File: config.mk
export PLATFORM = sky130hd
export DESIGN_NAME = seg_reader
export DESIGN_NICKNAME = d
export VERILOG_FILES = /design/src/rtl/seg_reader_pkg.sv /design/src/rtl/seg_tick_gen.sv /design/src/rtl/seg_reader.sv
export SDC_FILE = /design/constraint.sdc
export NUM_CORES = 1
export LEC_CHECK = 0
export BUFFER_PORTS_ARGS = -buffer_cell sky130_fd_sc_hd__buf_2
export CAP_MARGIN = 25
export CORE_MARGIN = 4
export CORE_UTILIZATION = 35
export DETAILED_ROUTE_END_ITERATION = 16
export GPL_ROUTABILITY_DRIVEN = 1
export GPL_TIMING_DRIVEN = 1
export MAX_ROUTING_LAYER = met4
export PLACE_DENSITY_LB_ADDON = 0.05
export SYNTH_ARGS = -nofsm -noshare
export SYNTH_HDL_FRONTEND = slang
export SYNTH_SLANG_ARGS = --single-unit
File: constraint.sdc
create_clock -name CLOCK_50 -period 2.9 [get_ports CLOCK_50]
set_input_delay 0 -clock CLOCK_50 [delete_from_list [all_inputs] [get_ports CLOCK_50]]
set_output_delay 0 -clock CLOCK_50 [all_outputs]
set_load 0.01 [all_outputs]
File: src/rtl/seg_reader_pkg.sv
// Shared definitions for the seven-segment reader: active-low glyph table,
// blank pattern, reader states and the glyph-to-digit lookup.
package seg_reader_pkg;

    localparam logic [6:0] SEG_BLANK = 7'b1111111;

    // Active-low {g,f,e,d,c,b,a} patterns for hex digits 0..F.
    localparam logic [6:0] GLYPHS [16] = '{
        7'b1000000, 7'b1111001, 7'b0100100, 7'b0110000,
        7'b0011001, 7'b0010010, 7'b0000010, 7'b1111000,
        7'b0000000, 7'b0011000, 7'b0001000, 7'b0000011,
        7'b1000110, 7'b0100001, 7'b0000110, 7'b0001110
    };

    typedef enum logic {ACQUIRE, LOCKED} state_t;

    typedef struct packed {
        logic       hit;
        logic [3:0] value;
    } glyph_t;

    function automatic glyph_t decode_glyph(input logic [6:0] seg);
        glyph_t result;
        result = '0;
        for (int i = 0; i < 16; i++) begin
            if (seg == GLYPHS[i]) begin
                result.hit   = 1'b1;
                result.value = 4'(i);
            end
        end
        return result;
    endfunction

endpackage

File: src/rtl/seg_tick_gen.sv
// Reloading 28-bit down-counter; tick is high in the cycle the count is zero.
module seg_tick_gen #(
    parameter logic [27:0] TICK_DIV = 28'd50000
) (
    input  logic clk,
    input  logic reset,
    output logic tick
);

    logic [27:0] count;

    assign tick = (count == 28'd0);

    // NOTE: sequential state is assigned with non-blocking (<=) so every
    // register samples the values from before this edge.
    always_ff @(posedge clk) begin
        if (reset || tick)
            count <= TICK_DIV - 28'd1;
        else
            count <= count - 28'd1;
    end

endmodule

File: src/rtl/seg_reader.sv
// Samples an active-low hex segment pattern on divided ticks, locks once it is
// stable, and reports the decoded digit or a blank/illegal pattern.
module seg_reader
    import seg_reader_pkg::*;
#(
    parameter logic [27:0] TICK_DIV     = 28'd50000,
    parameter int unsigned STABLE_COUNT = 4
) (
    input  logic       CLOCK_50,
    input  logic       reset,
    input  logic [6:0] seg_in,
    input  logic       freeze,
    output logic [3:0] digit,
    output logic       digit_valid,
    output logic       blank,
    output logic       pattern_error,
    output logic       new_digit,
    output logic [7:0] change_count
);

    localparam logic [3:0] STABLE_LIMIT = 4'(STABLE_COUNT);

    logic       tick;
    state_t     state, state_next;
    logic [6:0] candidate, candidate_next;
    logic [3:0] stable_cnt, stable_next;
    logic [3:0] digit_next;
    logic       valid_next, blank_next, error_next, new_next;
    logic [7:0] count_next;
    glyph_t     glyph;

    seg_tick_gen #(.TICK_DIV(TICK_DIV)) u_tick (
        .clk   (CLOCK_50),
        .reset (reset),
        .tick  (tick)
    );

    always_comb begin
        // NOTE: every signal written here gets its hold value first, so no
        // path through the branches below can infer a latch.
        state_next     = state;
        candidate_next = candidate;
        stable_next    = stable_cnt;
        digit_next     = digit;
        valid_next     = digit_valid;
        blank_next     = blank;
        error_next     = pattern_error;
        new_next       = 1'b0;
        count_next     = change_count;
        glyph          = decode_glyph(seg_in);

        if (tick && !freeze) begin
            candidate_next = seg_in;
            if (seg_in != candidate)
                stable_next = 4'd1;
            else if (stable_cnt < STABLE_LIMIT)
                stable_next = stable_cnt + 4'd1;

            unique case (state)
                ACQUIRE: begin
                    if (stable_next == STABLE_LIMIT) begin
                        state_next = LOCKED;
                        if (glyph.hit) begin
                            digit_next = glyph.value;
                            valid_next = 1'b1;
                            blank_next = 1'b0;
                            error_next = 1'b0;
                            // A re-lock after a glitch counts because valid was cleared.
                            if (!digit_valid || glyph.value != digit) begin
                                new_next   = 1'b1;
                                count_next = change_count + 8'd1;
                            end
                        end else if (seg_in == SEG_BLANK) begin
                            blank_next = 1'b1;
                            valid_next = 1'b0;
                            error_next = 1'b0;
                        end else begin
                            error_next = 1'b1;
                            valid_next = 1'b0;
                            blank_next = 1'b0;
                        end
                    end
                end
                LOCKED: begin
                    if (seg_in != candidate) begin
                        state_next = ACQUIRE;
                        valid_next = 1'b0;
                        blank_next = 1'b0;
                        error_next = 1'b0;
                    end
                end
                default: ;
            endcase
        end
    end

    always_ff @(posedge CLOCK_50) begin
        if (reset) begin
            state         <= ACQUIRE;
            candidate     <= SEG_BLANK;
            stable_cnt    <= 4'd0;
            digit         <= 4'd0;
            digit_valid   <= 1'b0;
            blank         <= 1'b0;
            pattern_error <= 1'b0;
            new_digit     <= 1'b0;
            change_count  <= 8'd0;
        end else begin
            state         <= state_next;
            candidate     <= candidate_next;
            stable_cnt    <= stable_next;
            digit         <= digit_next;
            digit_valid   <= valid_next;
            blank         <= blank_next;
            pattern_error <= error_next;
            new_digit     <= new_next;
            change_count  <= count_next;
        end
    end

endmodule

== Word-level counts from Yosys, hierarchy flattened ==
Index checks and enable logic that the tools add are counted.

* Add/subtract/negate cells: 3
* Magnitude comparators: 1
* Equality and inequality tests: 21
* Mux-type cells: 35
* Bitwise logic cells: 4
* Reductions and logical operators: 11

{| class="wikitable"
|+ Operator list
! cell !! number
|-
| $mux W5 || 16
|-
| $eq A7 B7 Y1 const B || 5
|-
| $logic_not A28 Y1 || 1
|-
| $sub A28 B1 Y28 const B || 1
|-
| $eq A7 B5 Y1 const B || 3
|-
| $eq A7 B6 Y1 const B || 3
|-
| $eq A7 B2 Y1 const B || 2
|-
| $eq A7 B4 Y1 const B || 2
|-
| $mux W1 || 12
|-
| $mux W4 || 3
|-
| $add A8 B1 Y8 const B || 1
|-
| $pmux W1 S2 || 4
|-
| $eq A7 B3 Y1 const B || 1
|-
| $logic_not A7 Y1 || 1
|-
| $ne A7 B7 Y1 || 1
|-
| $reduce_and A5 Y1 || 1
|-
| $reduce_or A5 Y1 || 1
|-
| $add A4 B1 Y4 const B || 1
|-
| $eq A4 B3 Y1 const B || 1
|-
| $lt A4 B3 Y1 const B || 1
|-
| $ne A4 B4 Y1 || 1
|-
| $not A1 Y1 || 4
|-
| $reduce_and A4 Y1 || 1
|-
| $reduce_and A3 Y1 || 1
|-
| 5 further kinds || 7
|}

* Register bits after elaboration: 56
* Input port bits: 10
* Logic and storage cells: 85

== Logic depth before layout (Yosys ltp) ==
* Depth in word-level cells: 20
* Mapped depth: 10

== Cells and area by module ==
From an unflattened synthesis, not the netlist that was laid out.

* Cell total of the unflattened synthesis: 377
* Area, all modules: 3,279.4 um^2

{| class="wikitable"
|+ By module, submodules not included
! module !! times used !! cells each !! area each (um^2)
|-
| seg_reader || 1 || 230 || 1,940.6
|-
| seg_tick_gen || 1 || 147 || 1,338.8
|}

== Worst setup path after synthesis ==
Ideal clock, no wire load.

* Path kind: register to register
* From: register u_tick.count[17]
* To: register candidate[0]
* Data arrival time: 2,732 ps
* Data required time: 2,780 ps
* Path slack: 49 ps
* Stages on the path, launching flop included: 10
* Clock period less this slack: 2,851 ps
* Cells stage by stage: dfxtp_1 -> or3_1 -> buf_2 -> or4_4 -> or4b_1 -> buf_2 -> or3_1 -> buf_2 -> and2_0 -> a211o_1

* Cells in the longest elaborated chain, start to end: 2

{| class="wikitable"
|+ Ends and longest elaborated chain
! element !! RTL line !! RTL
|-
| start: declaration || seg_tick_gen.sv:10 || <nowiki>logic [27:0] count;</nowiki>
|-
| start signal: assignment || seg_tick_gen.sv:18 || <nowiki>count <= TICK_DIV - 28'd1;</nowiki>
|-
| start signal: assignment || seg_tick_gen.sv:20 || <nowiki>count <= count - 28'd1;</nowiki>
|-
| $logic_not A28 Y1 || seg_tick_gen.sv:12 || <nowiki>assign tick = (count == 28'd0);</nowiki>
|-
| $logic_and A1 B1 Y1 || seg_reader.sv:52 || <nowiki>if (tick && !freeze) begin</nowiki>
|-
| end signal: assignment || seg_reader.sv:110 || <nowiki>candidate <= candidate_next;</nowiki>
|-
| end: declaration || seg_reader.sv:25 || <nowiki>logic [6:0] candidate, candidate_next;</nowiki>
|}

No other way between the ends.
A chain may end at the register's enable or synchronous reset.

== Worst setup path in the final report ==
* From: register u_tick.count[7]
* To: register u_tick.count[25]

* Cells in the longest elaborated chain, start to end: 2
* Elaborated cells on any way between the ends: 3

{| class="wikitable"
|+ Ends and longest elaborated chain
! element
|-
| parallel branches: the longest is 2 deep, another holds $sub A28 B1 Y28
|}

Parallel ways; which one is timed is not known.

==> impl_metrics.env <==
export IMPL_worst_setup_path_endpoint="u_tick.count[25]"
export IMPL_drt_wirelength_per_cell_um=13.2
export IMPL_cp_slowest_cell="sky130_fd_sc_hd__or4_1"
export IMPL_power_net_switching_mw=0.306
export IMPL_grt_antenna_before_repair=0
export IMPL_fin_util_pct=41.6
export IMPL_static_leakage_power_nw=1.27
export IMPL_commonest_cells_in_the_netlist="sky130_fd_sc_hd__dfxtp_1 (56), sky130_fd_sc_hd__nor2_1 (53), sky130_fd_sc_hd__xnor2_1 (24), sky130_fd_sc_hd__nand2_1 (21)"
export IMPL_m1WireLength_um=3340
export IMPL_met2_length_um=2730
export IMPL_pwr_share_comb_pct=6.5
export IMPL_route_detailed_vias_per_inst=5.08
export IMPL_worst_r2r_endpoint="u_tick.count[25]"
export IMPL_maximum_level_of_the_cts_h_tree=2
export IMPL_yosys_area_top_type_share_pct=38.3
export IMPL_pin_count_of_the_biggest_net_entering_global_routing=40
export IMPL_worstHoldPathType="input pin to flip-flop"
export IMPL_finalSetupViolCount=0
export IMPL_crit_arrival_ns=2.93
export IMPL_critical_path_max_stage_delay_ns=0.54
export IMPL_slew_hr_pct=44.7
export IMPL_fp_coreArea_um2=8180
export IMPL_pwr_density_cell_nw_per_um2=399
export IMPL_critical_path_peak_fanout=4
export IMPL_cellInternalPower_mw=1.05
export IMPL_grt_pass1_vias=2407
export IMPL_clock_path_buffers=2
export IMPL_final_hold_violation_count=0
export IMPL_ff2ff_setup_slack_ns=0.16
export IMPL_most_used_flip_flop_cell_after_synthesis="sky130_fd_sc_hd__dfxtp_1"
export IMPL_post_synth_inst_count=345
export IMPL_clock_insertion_delay_worst_skew_ns=0.30
export IMPL_final_min_period_over_clock_period_pct=94.5
export IMPL_irDropWorstVdd_v=0.000159
export IMPL_mappedNetlistArea_um2=2920
export IMPL_seq_area_frac_synth_pct=38.3
export IMPL_max_cap_viol_count=0
export IMPL_drive_gt1_share_pct=18.8
export IMPL_post_synth_top_count_cell="sky130_fd_sc_hd__dfxtp_1"
export IMPL_groute_usage_overall_pct=14.1
export IMPL_worst_setup_hold_path_clk_slew_ns=0.10
export IMPL_yosys_register_bits=56
export IMPL_crit_start="u_tick.count[7]"
export IMPL_chipHeight_um=99.4
export IMPL_highest_signal_layer="met4"
export IMPL_dr_first_iter_drc_count=165
export IMPL_die_width_um=99.4
export IMPL_fraction_of_power_consumed_by_sequential_logic_pct=57.1
export IMPL_fillers=837
export IMPL_finalWirelength_um=6400
export IMPL_critical_path_startpoint_type="flip-flop"
export IMPL_synth_edff_count=0
export IMPL_tritoncts="yes"
export IMPL_postSynthAreaPerCell_um2=8.48
export IMPL_global_route_wire_length_before_repair_um=11200
export IMPL_fin_tns_setup_ns=0
export IMPL_timing_critical_path_mode_cell="sky130_fd_sc_hd__or3_1"
export IMPL_antenna_cells=0
export IMPL_final_nets=392
export IMPL_cts_made_buffers=5
export IMPL_rr_startpoint="u_tick.count[7]"
export IMPL_skew_ns=0.00589
export IMPL_rows=33
export IMPL_clockRootBuffer="sky130_fd_sc_hd__clkbuf_8"
export IMPL_die_area_um2=9880
export IMPL_fin_worst_hold_slack_ns=0.0708
export IMPL_maxSlewViolCount=0
export IMPL_reg2reg_depth=8
export IMPL_synthArstFlopShare_pct=0
export IMPL_syn_nets=358
export IMPL_switching_part_of_the_total_pct=22.6
export IMPL_clock_sinks=56
export IMPL_drt_drc_violations_left=0
export IMPL_critical_path_cell_by_cell="or3_1, or3_1, buf_4, or4_1, or3_1, nor4_1, xnor2_1, nor2_1"
export IMPL_dr_pass1_iterations=4
export IMPL_worst_pin_slew_ns=0.821
export IMPL_post_synth_top_area_cell="sky130_fd_sc_hd__dfxtp_1"
export IMPL_synth_warning_count=0
export IMPL_wl_met3_um=280
export IMPL_initial_core_util_pct=35.8
export IMPL_place_gp_congestion=0.808
export IMPL_port_buffers=25
export IMPL_outcome="completed"
export IMPL_gr_total_overflow=0
export IMPL_dr_total_vias=2454
export IMPL_ys_types=52
export IMPL_synth_area_top_cells="sky130_fd_sc_hd__dfxtp_1 (38%), sky130_fd_sc_hd__xnor2_1 (7.2%), sky130_fd_sc_hd__nor2_1 (6.8%)"
export IMPL_synthesis_to_layout_area_growth_pct=16.4
export IMPL_final_period_minus_worst_setup_slack_ns=2.74
export IMPL_critPathKind="flip-flop to flip-flop"
export IMPL_achievable_frequency_mhz=365
export IMPL_detailedPlacementHpwl_um=4660
export IMPL_hp_start="seg_in[5]"
export IMPL_setup_worst_path_end_class="flip-flop"
export IMPL_power_frac_clock_pct=36.4
export IMPL_worst_ep_required_time_ns=3.09
export IMPL_final_antenna_net_count=0
export IMPL_floorplan_io_pins=26
==> layout by cell type (no fill, tap or decap), types with 3 or more instances in the layout <==
cell type	synthesis	routed
sky130_fd_sc_hd__nor3_1	13	13
sky130_fd_sc_hd__a211oi_1	4	4
sky130_fd_sc_hd__clkbuf_8	0	5
sky130_fd_sc_hd__nand2_1	21	20
sky130_fd_sc_hd__nor2_1	53	53
sky130_fd_sc_hd__dfxtp_1	56	56
sky130_fd_sc_hd__nor4_1	8	7
sky130_fd_sc_hd__or3_1	13	12
sky130_fd_sc_hd__ha_1	3	3
sky130_fd_sc_hd__buf_4	0	20
sky130_fd_sc_hd__a22oi_1	3	3
sky130_fd_sc_hd__nand3_1	8	8
sky130_fd_sc_hd__and4_1	3	3
sky130_fd_sc_hd__inv_1	10	10
sky130_fd_sc_hd__xor2_1	13	13
sky130_fd_sc_hd__mux2i_1	5	5
sky130_fd_sc_hd__o21ai_0	5	5
sky130_fd_sc_hd__or4_1	4	3
sky130_fd_sc_hd__a211o_1	7	7
sky130_fd_sc_hd__nor2b_1	9	9
sky130_fd_sc_hd__and2_0	7	7
sky130_fd_sc_hd__nand2b_1	5	5
sky130_fd_sc_hd__nand4_1	6	6
sky130_fd_sc_hd__a21oi_1	13	13
sky130_fd_sc_hd__xnor2_1	24	24
sky130_fd_sc_hd__buf_2	6	25
sky130_fd_sc_hd__mux2_2	7	7
==> power groups by stage <==
| stage | registers [mW] | clock network, mW | logic, mW |
|---|---|---|---|
| after floorplan | 0.792 | 0 | 0.0614 |
| final | 0.775 | 0.493 | 0.0882 |
| after global placement | 0.793 | 0 | 0.0880 |
| after CTS | 0.775 | 0.521 | 0.0878 |
| after detailed placement | 0.793 | 0 | 0.0876 |
| after global routing | 0.776 | 0.547 | 0.0991 |
==> final cells by class <==
cell class	count	area, um2	share of cell area, %
Inverter	10	37.5	1.10
Sequential cell	56	1120	32.9
Clock inverter	1	30.0	0.882
Tap cell	105	131	3.86
Timing Repair Buffer	45	275	8.09
Clock buffer	5	68.8	2.02
Multi-Input combinational cell	261	1740	51.1
==> worst max-delay path: cells and delay by family (launching register included) <==
| family | cells | cell delay, ns |
|---|---|---|
| xor+xnor | 1 | 0.16 |
| buf+inv | 1 | 0.15 |
| simple gates | 6 | 1.99 |
| flops | 1 | 0.33 |
==> per-stage QoR <==
| stage | worst slack [ns] | area [um2] | instances | total power, mW |
|---|---|---|---|---|
| 6_report | 0.160 | 3400 | 483 | 1.36 |
| 5_1_grt | -0.00419 | 3400 | 483 | 1.42 |
| 4_1_cts | 0.0417 | 3350 | 482 | 1.38 |
| 3_5_place_dp | 0.0541 | 3250 | 476 | 0.881 |
| 3_3_place_gp | 0.0698 | 3250 | 476 | 0.881 |
| 2_1_floorplan | 0.0488 | 2920 | 345 | 0.854 |
==> registers in the layout, summed over array words and instances, names as in the netlist <==
signal         count
blank              1
digit              4
new_digit          1
candidate          7
change_count       8
u_tick.count      28
state              1
stable_cnt         4
digit_valid        1
pattern_error      1
==> routing by layer <==
metal	global-route usage, %	vias to the layer above
li1	-	1275
met1	18.9	1137
met2	21.4	38
met3	3.16	4
met4	3.68	0
met5	-	-
==> kinds of logic after synthesis <==
| group | after synthesis | share of synthesized area, % |
|---|---|---|
| muxes | 12 | 4.41 |
| xor gates and xnor gates | 37 | 11.1 |
| adders and majority gates | 3 | 1.28 |
| DFF | 56 | 38.3 |
| buffers and inverters | 28 | 3.85 |
| and+or+nand+nor | 163 | 29.3 |
| AOI/OAI and AO/OA | 46 | 11.7 |
==> timing repair <==
action / in CTS / in global routing
setup endpoints to repair: 0 / 15
hold buffers: 0 / 0
setup buffers: 0 / 1
gates resized for setup: 0 / 9
==> worst min-delay path by stage <==
stage | slack, ns | end | depth (start not counted)
final | 0.07 | candidate[5] | 2
after global routing | 0.06 | candidate[5] | 2
after CTS | 0.05 | candidate[5] | 2
after detailed placement | 0.38 | candidate[5] | 2
after global placement | 0.37 | candidate[5] | 2
after floorplan | 0.20 | stable_cnt[3] | 2
Power figures use the tool's default switching activity.
